File: config.mk
export PLATFORM = sky130hd
export DESIGN_NAME = fetch_line_controller
export DESIGN_NICKNAME = d
export VERILOG_FILES = /design/src/rtl/fetch_line_controller.sv
export SDC_FILE = /design/constraint.sdc
export NUM_CORES = 1
export LEC_CHECK = 0
export ABC_AREA = 1
export CAP_MARGIN = 40
export CORE_MARGIN = 2
export CORE_UTILIZATION = 30
export DETAILED_ROUTE_END_ITERATION = 10
export PLACE_DENSITY_LB_ADDON = 0.2
export SETUP_SLACK_MARGIN = 0.3
export SLEW_MARGIN = 15
export SYNTH_ARGS = -nofsm -noshare
export SYNTH_HDL_FRONTEND = slang
export SYNTH_SLANG_ARGS = --single-unit
File: constraint.sdc
create_clock -name clk -period 6.6 [get_ports clk]
set_input_delay 1.32 -clock clk [delete_from_list [all_inputs] [get_ports clk]]
set_output_delay 1.32 -clock clk [all_outputs]
set_load 0.02 [all_outputs]
File: src/rtl/fetch_line_controller.sv
// fetch_line_controller
//
// Instruction-fetch stage that fetches whole aligned lines of LINE_WORDS
// instructions with AXI4 INCR read bursts. The last line fetched is kept in a
// one-entry line buffer. Sequential and branch targets that fall inside the
// buffer are served without bus traffic. fence.i invalidates the buffer.
//
// Ports
//   clk, rst_n                   clock, asynchronous active-low reset
//   valid_pre_i / ready_pre_o    next-PC handshake from writeback
//   branch_en_i, dnpc_i          redirect to dnpc_i, otherwise PC+4
//   fence_i_i                    invalidate line buffer (with pre handshake)
//   valid_post_o / ready_post_i  instruction handshake to decode
//   pc_o, inst_o                 current PC and its instruction
//   ar*                          AXI4 read-address channel (master side)
//   r*                           AXI4 read-data channel (master side)
//   err_o                        sticky bus/protocol error
//   hit_cnt_o, miss_cnt_o        saturating line-buffer lookup counters
module fetch_line_controller #(
  parameter logic [31:0] RESET_VECTOR = 32'h8000_0000,
  parameter int          LINE_WORDS   = 4,
  parameter logic [3:0]  AXI_ID       = 4'h0,
  parameter int          CNT_WIDTH    = 32
) (
  input  logic                 clk,
  input  logic                 rst_n,
  input  logic                 valid_pre_i,
  output logic                 ready_pre_o,
  input  logic                 branch_en_i,
  input  logic [31:0]          dnpc_i,
  input  logic                 fence_i_i,
  output logic                 valid_post_o,
  input  logic                 ready_post_i,
  output logic [31:0]          pc_o,
  output logic [31:0]          inst_o,
  output logic                 arvalid_o,
  input  logic                 arready_i,
  output logic [31:0]          araddr_o,
  output logic [3:0]           arid_o,
  output logic [7:0]           arlen_o,
  output logic [2:0]           arsize_o,
  output logic [1:0]           arburst_o,
  input  logic                 rvalid_i,
  output logic                 rready_o,
  input  logic [1:0]           rresp_i,
  input  logic [31:0]          rdata_i,
  input  logic                 rlast_i,
  input  logic [3:0]           rid_i,
  output logic                 err_o,
  output logic [CNT_WIDTH-1:0] hit_cnt_o,
  output logic [CNT_WIDTH-1:0] miss_cnt_o
);

  localparam int OFF = $clog2(LINE_WORDS) + 2;
  // A single-word line still needs one counter bit.
  localparam int BW  = (LINE_WORDS == 1) ? 1 : OFF - 2;
  localparam int TW  = 32 - OFF;
  localparam logic [BW-1:0] LAST_BEAT = BW'(LINE_WORDS - 1);

  typedef enum logic [2:0] {
    INIT, IDLE, LOOKUP, WAIT_ARREADY, WAIT_RVALID, WAIT_READY, ERROR
  } state_t;

  state_t                state, state_next;
  logic [31:0]           pc;
  logic [31:0]           inst;
  logic                  line_valid;
  logic [TW-1:0]         tag;
  logic [31:0]           words [LINE_WORDS];
  logic [BW-1:0]         beat;
  logic                  err;
  logic [CNT_WIDTH-1:0]  hit_cnt, miss_cnt;

  logic [BW-1:0]         idx;
  logic                  hit;
  logic                  final_beat;
  logic                  beat_bad;

  assign idx        = (LINE_WORDS == 1) ? '0 : BW'(pc >> 2);
  assign hit        = line_valid && (pc[31:OFF] == tag);
  assign final_beat = (beat == LAST_BEAT);
  // rlast must appear on exactly the final beat, no earlier and no later.
  assign beat_bad   = (rresp_i != 2'b00) || (rid_i != AXI_ID) ||
                      (rlast_i != final_beat);

  assign pc_o       = pc;
  assign inst_o     = inst;
  assign err_o      = err;
  assign hit_cnt_o  = hit_cnt;
  assign miss_cnt_o = miss_cnt;

  // NOTE: sequential state uses non-blocking assignments so every register
  // samples the pre-edge values of the others regardless of block order.
  always_ff @(posedge clk or negedge rst_n) begin
    if (!rst_n) state <= INIT;
    else        state <= state_next;
  end

  // NOTE: every output and next-state variable gets a default first so no
  // path through the case statement leaves a latch behind.
  always_comb begin
    state_next   = state;
    ready_pre_o  = 1'b0;
    valid_post_o = 1'b0;
    arvalid_o    = 1'b0;
    araddr_o     = '0;
    arid_o       = '0;
    arlen_o      = '0;
    arsize_o     = '0;
    arburst_o    = '0;
    rready_o     = 1'b0;
    case (state)
      INIT:   state_next = LOOKUP;
      IDLE: begin
        ready_pre_o = 1'b1;
        if (valid_pre_i) state_next = LOOKUP;
      end
      LOOKUP: state_next = hit ? WAIT_READY : WAIT_ARREADY;
      WAIT_ARREADY: begin
        arvalid_o = 1'b1;
        araddr_o  = {pc[31:OFF], {OFF{1'b0}}};
        arid_o    = AXI_ID;
        arlen_o   = 8'(LINE_WORDS - 1);
        arsize_o  = 3'b010;
        arburst_o = 2'b01;
        if (arready_i) state_next = WAIT_RVALID;
      end
      WAIT_RVALID: begin
        rready_o = 1'b1;
        if (rvalid_i) begin
          if (beat_bad)        state_next = ERROR;
          else if (final_beat) state_next = WAIT_READY;
        end
      end
      WAIT_READY: begin
        valid_post_o = 1'b1;
        if (ready_post_i) state_next = IDLE;
      end
      ERROR:   state_next = ERROR;
      default: state_next = ERROR;
    endcase
  end

  always_ff @(posedge clk or negedge rst_n) begin
    if (!rst_n) begin
      pc         <= RESET_VECTOR;
      inst       <= '0;
      line_valid <= 1'b0;
      tag        <= '0;
      beat       <= '0;
      err        <= 1'b0;
      hit_cnt    <= '0;
      miss_cnt   <= '0;
    end else begin
      case (state)
        IDLE: begin
          if (valid_pre_i) begin
            pc <= branch_en_i ? dnpc_i : pc + 32'd4;
            if (fence_i_i) line_valid <= 1'b0;
          end
        end
        LOOKUP: begin
          if (hit) begin
            inst <= words[idx];
            if (hit_cnt != '1) hit_cnt <= hit_cnt + 1'b1;
          end else begin
            line_valid <= 1'b0;
            if (miss_cnt != '1) miss_cnt <= miss_cnt + 1'b1;
          end
        end
        WAIT_RVALID: begin
          if (rvalid_i) begin
            if (beat_bad) begin
              err <= 1'b1;
            end else if (final_beat) begin
              tag        <= pc[31:OFF];
              line_valid <= 1'b1;
              beat       <= '0;
              // The final word is still on rdata_i; earlier words are stored.
              inst       <= (idx == beat) ? rdata_i : words[idx];
            end else begin
              beat <= beat + BW'(1);
            end
          end
        end
        default: ;
      endcase
    end
  end

  // NOTE: the line storage has no reset; line_valid guards every read, so
  // resetting the data would only add logic.
  always_ff @(posedge clk) begin
    if (state == WAIT_RVALID && rvalid_i && !beat_bad) words[beat] <= rdata_i;
  end

endmodule
# Yosys cells after proc, flatten, opt, wreduce, memory -nomap -nowiden
# Memory sizes are Yosys's and may differ from the RTL's.
# Cells that the tools add are included.
# word_totals
input_bits	79
output_inout_bits	182
mem_count	1
ram_bits	128
register_bits	163
wordCells	90
# classes
addsub	4
eq_ne	21
n_bitwise	2
n_reduce_logical	20
n_mux	33
# mem_list
memory	depth	word_bits	read_ports	rd_ports_with_merged_regs	wr	line	rtl
words	4	32	1	0	1	69	logic [31:0] words [LINE_WORDS];
# ops
operator	count
two-way mux 32 bit	7
adder 32 x 1 -> 32 bit (second input constant)	2
!= test 32 bit (second input constant)	2
one-hot mux 32 bit (2 select lines)	1
adder 32 x 3 -> 32 bit (second input constant)	1
== test 28 bit	1
two-way mux 3 bit	7
!= test 2 bit (second input constant)	9
one-hot mux 3 bit (6 select lines)	1
two-way mux 1 bit	13
AND reduction 3 bit	4
AND reduction 5 bit	2
AND reduction 7 bit	1
== test 3 x 2 -> 1 bit (second input constant)	2
== test 3 bit (second input constant)	2
two-way mux 2 bit	3
AND reduction 4 bit	1
nonzero test 2 bit	2
nonzero test 4 bit	1
== test 3 x 1 -> 1 bit (second input constant)	1
logical AND 1 bit	3
logical NOT 3 bit	1
!= test 3 bit (second input constant)	1
one-hot mux 1 bit (3 select lines)	1
9 further kinds	11

# Logic depth before layout (Yosys ltp)
# Gate-level depths: netlist (run 1).
# depth
ltp_word	7
depth_mapped	14
ltp_nobuf	13

# Worst setup path after synthesis (run 1)
# OpenSTA, ideal clock, no wires.
# synth_path
path_kind	input-to-reg
start	in rresp_i[1]
end	mem words[0][0] (enable)
slack_ps	2677
path_buffers	0
required_time_ps	6179
cell_stages	8
setup_ps	421
t_arrival_ps	3502
path_cell_list	or2_0 > inv_1 > nand2_1 > nor3_4 > inv_2 > nor3_4 > inv_1 > nor2_1
# synth_via
elab_chain_len	7
# synth_lines
item	line	rtl
from (decl)	45	input logic [1:0] rresp_i,
nonzero test 2 bit	83	assign beat_bad = (rresp_i != 2'b00) || (rid_i != AXI_ID) ||
logical OR 1 bit (2 in series)	83	
logical NOT 1 bit	194	if (state == WAIT_RVALID && rvalid_i && !beat_bad) words[beat] <= rdata_i;
logical AND 1 bit	194	
two-way mux 1 bit	194	
two-way mux 1 bit (implied by the code)	194	
to (decl)	69	
# Every way passes these cells.

# Worst setup path in the final report (run 1)
# layout_path
start	reg state[0]
end	out araddr_o[4]
# layout_via
elab_chain_len	2
# layout_lines
item	line	rtl
from (decl)	64	state_t state, state_next;
from (signal assigned)	96	else state <= state_next;
== test 3 x 2 -> 1 bit	112	case (state)
two-way mux 32 bit	112	
to (decl)	38	output logic [31:0] araddr_o,
# Every way passes these cells.

==> metrics.txt, run 1 <==
fin nets=between 2k and 2.5k; P per Cell Area=approximately 210 nW/um2; Max Clk Rate=280 MHz; synth cell count leaders=nand2_1, nor2_1, inv_1, dfrtp_1, o21ai_0; post-route ant nets=0; PortBufs=243; P_int=between 0.003 and 0.004 W; clock network fraction of total power=between 40% and 50%; met2 GRT Util=around 29%; grt met3 use=roughly 3.5%; pin count of the biggest net entering global routing=71; area grow syn2layout=26.1%; kind of critical path=reg2out; all-layer global routing usage=18.4%; met1 usage=between 20% and 30%; number of global-route vias before repair=13.3k; Setup crit start kind=flop; Syn Inst Count=between 1.5k and 2k; ys flop type=dfrtp_1; # resized after CTS=0; drt wl/cell=approximately 17 um; worst-skew pair later-pin latency=roughly 0.56 ns; maxcap violations=0; Synth top area share=between 20% and 30%; worst hold path type=reg2reg; critical-path maximum fanout=30; Vias=around 14k; Clock Pin Slew Worst Setup and Hold Paths=around 0.060 ns; drt pass-1 iters=8; Synth area leaders=dfrtp_1, edfxtp_1, nand2_1; maximum VDD drop=between 0.2 and 0.25 mV; worst slew pin tran=0.842 ns; Comb power frac=under 10%; fin crit share=between 50% and 60%; die area=roughly 54000 um2; global-route wire length before repair=77.9 mm; Flop pwr share=approximately 47%; row cnt=83; Crit Reg-Reg Startpoint=pc_o[2]; antenna fix cells=0; Warnings, synthesis=0; CTS Root Cell=clkbuf_16; Critical Path AT=~2.3 ns; number of buffers created by CTS=36; Avg Synthesized Cell Area=~8 um2; TNS Setup=0 ns; leak pwr=8.31 nW; Post-Syn Area=roughly 16000 um2; layout cells sized above 1=5.09%; fin crit period=between 3 and 4 ns; clk buf depth=3; io pins=~260; clock skew=approximately 0.041 ns; WL final=around 50 mm; CTS H-tree depth=2; Starting Density=a little under a third; post-CTS setup repair buffer count=0; CP Launch Point=state[0]; Final Setup Violations=0; Yosys cell types=50; core area=~50000 um2; clk sinks=about 290; Sw Share=25.1%; Final Max Slew Viols=0; total power=slightly above 0.004 W; initial antenna violation count=4; area leader, netlist=dfrtp_1; Post-synth EDFFs=~130; unrepaired setup endpoints after global routing=false; Congestion Overflow GR=0; gpl congestion=a little under 0.9; die width=between 200 and 250 um; critical path capture point type=output pin; relative slew slack=43.8%; Critical Path RT=5.28 ns; Die Y-Extent=around 230 um; most frequent cell after synthesis=nand2_1; DP HPWL=35.0 mm; # hold bufs at CTS=0; CTS tree=built; DRC=0; Via density=between 4 and 5; GR peak layer=met2; Worst Min Path Start=inst_o[25]; Post-synth ARST share=roughly 56%; Yosys reg bits=slightly below 300; DRT iter0 DRCs=around 900; Hold Violations, Final=0; Psw=approximately 0.0010 W; status=completed; sequential fraction of the synthesis area=approximately half
[state kept, by name, indices dropped and copies added, names as in the netlist]
name and count:
line_valid 1, pc_o 32, hit_cnt_o 32, beat 2, miss_cnt_o 32, state 3, inst_o 32, words 128
err_o 1, tag 28
[power by group through the flow]
stage | Sequential, W | Clock (W) | Combinational, W
2_1_floorplan | 0.00197 | 0 | 0.000146
3_3_place_gp | 0.00197 | 0 | 0.000306
3_5_place_dp | 0.00197 | 0 | 0.000313
4_1_cts | 0.00193 | 0.00195 | 0.000314
5_1_grt | 0.00194 | 0.00202 | 0.000346
6_report | 0.00193 | 0.00188 | 0.000310
[final timing paths]
kind,slack [ns],to,cells past startpoint
setup / recovery,3.02,araddr_o[4],4
hold / removal,0.47,inst_o[25],2
setup reg to reg,3.59,pc_o[24],12
hold reg to reg,0.47,inst_o[25],2
max in group asynchronous,4.78,inst_o[7],2
min in group asynchronous,0.74,pc_o[20],1
[cell type report]
cell class / instances / area [um2]
clock inverters: 16 / 150
flip-flops and latches: 291 / 7930
inverters: 194 / 728
multi-input cells: 1389 / 6540
well taps: 680 / 851
repair buffers: 262 / 2640
fillers: 5383 / 31700
clock buffers: 49 / 950
[cell usage in the layout, fill, tap and decap left out, drive strengths merged, types with 7 or more instances in the layout]
master / netlist / routed
o22ai: 40 / 40
o21ai: 170 / 170
a21oi: 9 / 9
dfrtp: 162 / 162
nand2: 580 / 580
clkinv: 1 / 16
buf: 59 / 20
ha: 7 / 7
conb: 1 / 17
nand3: 104 / 104
nor2: 254 / 254
xnor2: 22 / 22
inv: 193 / 193
edfxtp: 128 / 128
clkdlybuf4s50: 0 / 242
nand4: 58 / 58
clkbuf: 38 / 49
xor2: 45 / 45
nor3: 48 / 48
[stage by stage]
step	instances	cell area, um2	utilization, %	hold slack, ns	setup WS [ns]
after floorplan	1971	15700	-	0.475	2.68
after global placement	2812	18600	36.1	0.458	2.63
after detailed placement	2816	18700	36.3	0.461	2.58
after CTS	2881	19800	38.4	0.477	2.95
after global routing	2881	19800	38.4	0.496	2.89
final	2881	19800	38.4	0.472	3.02
[kinds of logic (layout without fill, tap and decap cells)]
logic type               after synthesis  in the layout  synth area share (%)
AND/OR/NAND/NOR                     1059           1059                  28.6
flip-flops                           291            291                  50.5
buffers and inverters                291            521                  8.26
AO/OA/AOI/OAI                        239            239                  8.31
XOR/XNOR                              67             67                  3.74
adder cells (fa/ha/maj)                7              7                 0.558
other                                  1             17                0.0239
[routing by layer]
metal	routed length [um]	part of all wire (%)	vias to the layer above
li1	-	-	6794
met1	23400	47	6482
met2	22400	45	413
met3	3010	6.0	64
met4	1130	2.3	6
met5	32	0.064	-
[critical path, cell delays in order, from the launching register on]
cell,delay (ns)
dfrtp_1,0.51
nand3_1,0.11
buf_4,0.26
nor2_1,0.19
clkdlybuf4s50_1,0.63
Note: power is estimated with default switching activity, not from simulation.
==> inputs of run 2 (changes only) <==
==> constraint.sdc (replaced) <==
create_clock -name clk -period 2.9 [get_ports clk]
set_input_delay 0.58 -clock clk [delete_from_list [all_inputs] [get_ports clk]]
set_output_delay 0.58 -clock clk [all_outputs]
set_load 0.02 [all_outputs]
==> metrics.txt, run 2 (synthesis gave the netlist of run 1 again) <==
row cnt=a little over 80; DP HPWL=roughly 36 mm; CTS Root Cell=clkbuf_16; area grow syn2layout=28.8%; Biggest register=words; gpl congestion=roughly 0.93; critical path capture point type=output pin; critical path's top delay family=buffers and inverters; Vias=13.9k; Setup crit start kind=flop; fin crit period=~2.5 ns; Clock Pin Slew Worst Setup and Hold Paths=roughly 0.06 ns; all-layer global routing usage=between 10% and 20%; r2r endpoint=words[2][9]; cell area after layout=approximately 20000 um2; Die Y-Extent=233 um; P per Cell Area=just under 500 nW/um2; worst slew pin tran=approximately 0.77 ns; initial antenna violation count=1; placed inst area=around 19000 um2; Via density=4.79; Final Setup Violations=0; Crit Reg-Reg Startpoint=beat[0]; maxcap violations=0; Worst path slowest cell=dfrtp_1; core area=51500 um2; TNS Setup=0 ns; antenna fix cells=0; kind of critical path=reg2out; die width=approximately 230 um; number of fill cells in the layout=roughly 5.3k; Max Clk Rate=~400 MHz; DRT iter0 DRCs=about 960; fin crit share=86.6%; Final Max Slew Viols=0; crit path cell chain=inv_1 > nand3_1 > buf_8 > nor2_1 > dlygate4sd2_1; layout cells sized above 1=about 7.0%; global-route wire length before repair=77.8 mm; leak pwr=just under 9 nW; most common cell after layout, fill and taps aside=nand2_1; worst-skew pair later-pin latency=0.56 ns; clock skew=between 0.02 and 0.03 ns; fin nets=roughly 2.3k; DRC=0; max reg flops=between 100 and 150; unrepaired setup endpoints after global routing=true; total power=approximately 0.01 W; pin count of the biggest net entering global routing=75; Hold Violations, Final=0; Levels on crit path=5; io pins=~260; clk sinks=about 290; PortBufs=between 200 and 250; most frequent cells in the layout=nand2_1, nor2_1, clkdlybuf4s50_1; flop2flop setup slack=about 0.44 ns; status=completed; drt pass-1 iters=5; critical-path maximum fanout=30; post-route ant nets=0; post-CTS setup repair buffer count=0; maximum VDD drop=roughly 0.37 mV; clk buf depth=3; relative slew slack=48.4%; Finished Layout Cells=between 2k and 3k; Starting Density=slightly above 30%; CTS H-tree depth=2; Critical Path RT=between 2 and 2.5 ns; CTS tree=built; die area=around 54000 um2; slowest stage delay, CP=between 0.4 and 0.5 ns; post-placement cell count=roughly 2.8k; Reg2Reg Depth=9; Critical Path AT=between 1.5 and 2 ns; Congestion Overflow GR=0; # hold bufs at CTS=0; WL final=50.4 mm; Bufs and invs on worst path=3; worst hold path type=in2async; number of buffers created by CTS=37; drt wl/cell=17.3 um; number of global-route vias before repair=~14k
==> run 2: cell count changes in the layout (fill, tap and decap cells not counted), sizes merged <==
cell | before | now
buf | 20 | 40
clkdlybuf4s50 | 242 | 206
nand3 | 104 | 105
clkinv | 16 | 12
clkbuf | 49 | 50
dlymetal6s2s | 0 | 2
bufinv | 1 | 4
inv | 193 | 194
dlygate4sd2 | 0 | 32
clkdlybuf4s15 | 0 | 1
clkinvlp | 0 | 4
==> run 2: how the worst max path moves through the flow <==
stage | startpoint | to | slack [ns]
2_1_floorplan | rresp_i[1] | words[0][0] | 0.22
3_3_place_gp | rresp_i[1] | words[3][5] | 0.17
3_5_place_dp | rresp_i[1] | words[3][17] | 0.14
4_1_cts | state[2] | arburst_o[0] | 0.11
5_1_grt | state[2] | araddr_o[4] | 0.30
6_report | state[2] | araddr_o[4] | 0.39
==> run 2: routing by layer <==
metal,part of all wire [%],track usage [%],wire [um]
met1,46,25.0,23100
met3,6.2,3.04,3130
met5,0.026,0,13
met4,2.0,5.29,991
met2,46,29.9,23200
==> run 2: through the flow <==
step	setup slack [ns]	hold slack, ns	util (%)
2_1_floorplan	0.217	0.284	-
3_3_place_gp	0.173	0.458	36.6
3_5_place_dp	0.138	0.457	36.6
4_1_cts	0.111	0.0985	39.1
5_1_grt	0.300	0.138	39.2
6_report	0.388	0.0836	39.2
==> run 2: timing repair <==
action                                  CTS  global route
pin swaps                                 0             1
endpoints found under the setup margin   36           155
gates resized for setup                  36            12
gates cloned                              0             2
==> run 2: layout make-up <==
| type | count | area [um2] | area share (%) |
|---|---|---|---|
| Inverter | 194 | 732 | 3.62 |
| Tap cell | 680 | 851 | 4.21 |
| Clock buffer | 48 | 1050 | 5.18 |
| Clock inverter | 20 | 265 | 1.31 |
| Multi-Input combinational cell | 1390 | 6570 | 32.5 |
| Timing Repair Buffer | 283 | 2810 | 13.9 |
| Sequential cell | 291 | 7930 | 39.2 |
==> run 2: power breakdown <==
| part | total [W] | switching [W] | leakage (nW) | internal [W] |
|---|---|---|---|---|
| Sequential | 0.00440 | 0.0000592 | 3.34 | 0.00434 |
| Combinational | 0.000717 | 0.000442 | 4.73 | 0.000275 |
| Clock | 0.00489 | 0.00195 | 0.640 | 0.00295 |
==> RTL change: new RTL, settings of run 2 <==
The parameter `LINE_WORDS` goes from 4 to 16.
--- a/src/rtl/fetch_line_controller.sv
+++ b/src/rtl/fetch_line_controller.sv
@@ -18,7 +18,7 @@
 //   hit_cnt_o, miss_cnt_o        saturating line-buffer lookup counters
 module fetch_line_controller #(
   parameter logic [31:0] RESET_VECTOR = 32'h8000_0000,
-  parameter int          LINE_WORDS   = 4,
+  parameter int          LINE_WORDS   = 16,
   parameter logic [3:0]  AXI_ID       = 4'h0,
   parameter int          CNT_WIDTH    = 32
 ) (
Function: changed (Yosys sat finds a counterexample within 4 cycles, from zero or initial values and one cycle with rst_n low).
==> RTL change against run 2 <==
- final area rose by 90%
- non-clock buffer count rose by 91
- area after synthesis rose by 97%
- core utilization fell by 1.6 points
- critical path type unchanged
- hold slack improved by 390 ps
- first-iteration DRC count rose by 110%
- sequential cell count rose by 384
- wire length rose by 92%
- largest cell class unchanged
- worst setup slack got worse by 9.7 ps
- power rose to 3.3 times the old value
==> RTL change: results (changes against run 2) <==
outcome: finished, final reports clean
Diodes inserted: 1 (+1)
Seq/total area: 50.7% (+11 points)
DR iter-0 viols: 2050 (+110%)
Power Dens Cells: 871 nW/um2 (+76%)
Yosys cell types: 51 (+2.0%)
worst-skew pair later-pin latency: 640 ps (+80 ps)
logic gate share of total power: 35.5% (+28 points)
syn_area_per_cell: 9.73 um2 (+21%)
placed cells: 4755 (+68%)
Post-synth top cells: 767 x nand2_1, 556 x nor2_1, 512 x edfxtp_1, 246 x o21ai_0, 162 x dfrtp_1
H-Tree Depth: 3 (+1)
end point of the critical path: araddr_o[27]
number of signal-net buffers in the layout: 374 (+32%)
Mapped Area: 30900 um2 (+97%)
Seq. pwr: 0.0117 W (+170%)
P_leak: 14.7 nW (+69%)
clk tree area frac: 6.72% (+0.22 points)
# fillers: 10215 (+92%)
num sequential: 675 (+130%)
WL per Instance: 19.7 um (+14%)
reg2reg start: pc_o[3]
Reg2Reg Depth: 8 (-1)
Finished Layout Cells: 4909 (+69%)
peak supply drop: 0.672 mV (+80%)
# resized after CTS: 54 (+50%)
Synth Area in Adders: 0.283% (-0.28 points)
ys flop type: edfxtp_1
Multi-In Gates: 2157 (+55%)
HPWL after detailed placement: 64400 um (+81%)
slowest cell on the critical path: dfrtp_2
post-synthesis compound-gate area fraction: 8.18% (-0.13 points)
Post-synth EDFFs: 512 (+300%)
-- RTL change: cell count changes in the layout (fill, tap and decap cells not counted), moves of 45 or more --
cell	change
nand2_1	+191
buf_4	+55
o21ai_0	+111
clkbuf_16	+45
nor2_1	+297
edfxtp_1	+384
-- RTL change: metal layers --
metal | part of all wire (%) | global-route usage, % | wire length (um)
met1 | 47 | 26.1 | 45900
met4 | 2.0 | 4.32 | 1890
met2 | 45 | 28.1 | 43500
met3 | 5.7 | 3.05 | 5530
met5 | 0.013 | 0 | 13
-- RTL change: kinds of logic (layout without fill, tap and decap cells) --
group,after synthesis,after routing
AO/OA/AOI/OAI,445,445
XOR/XNOR,69,69
adder cells (fa/ha/maj),7,7
buffers and inverters,365,708
flip-flops,675,675
other,1,18
AND/OR/NAND/NOR,1619,1619
-- RTL change: metrics by stage --
stage	hold WS, ps	setup WS, ps
2_1_floorplan	284	150
3_3_place_gp	466	-6.74
3_5_place_dp	468	8.84
4_1_cts	430	247
5_1_grt	458	234
6_report	476	378
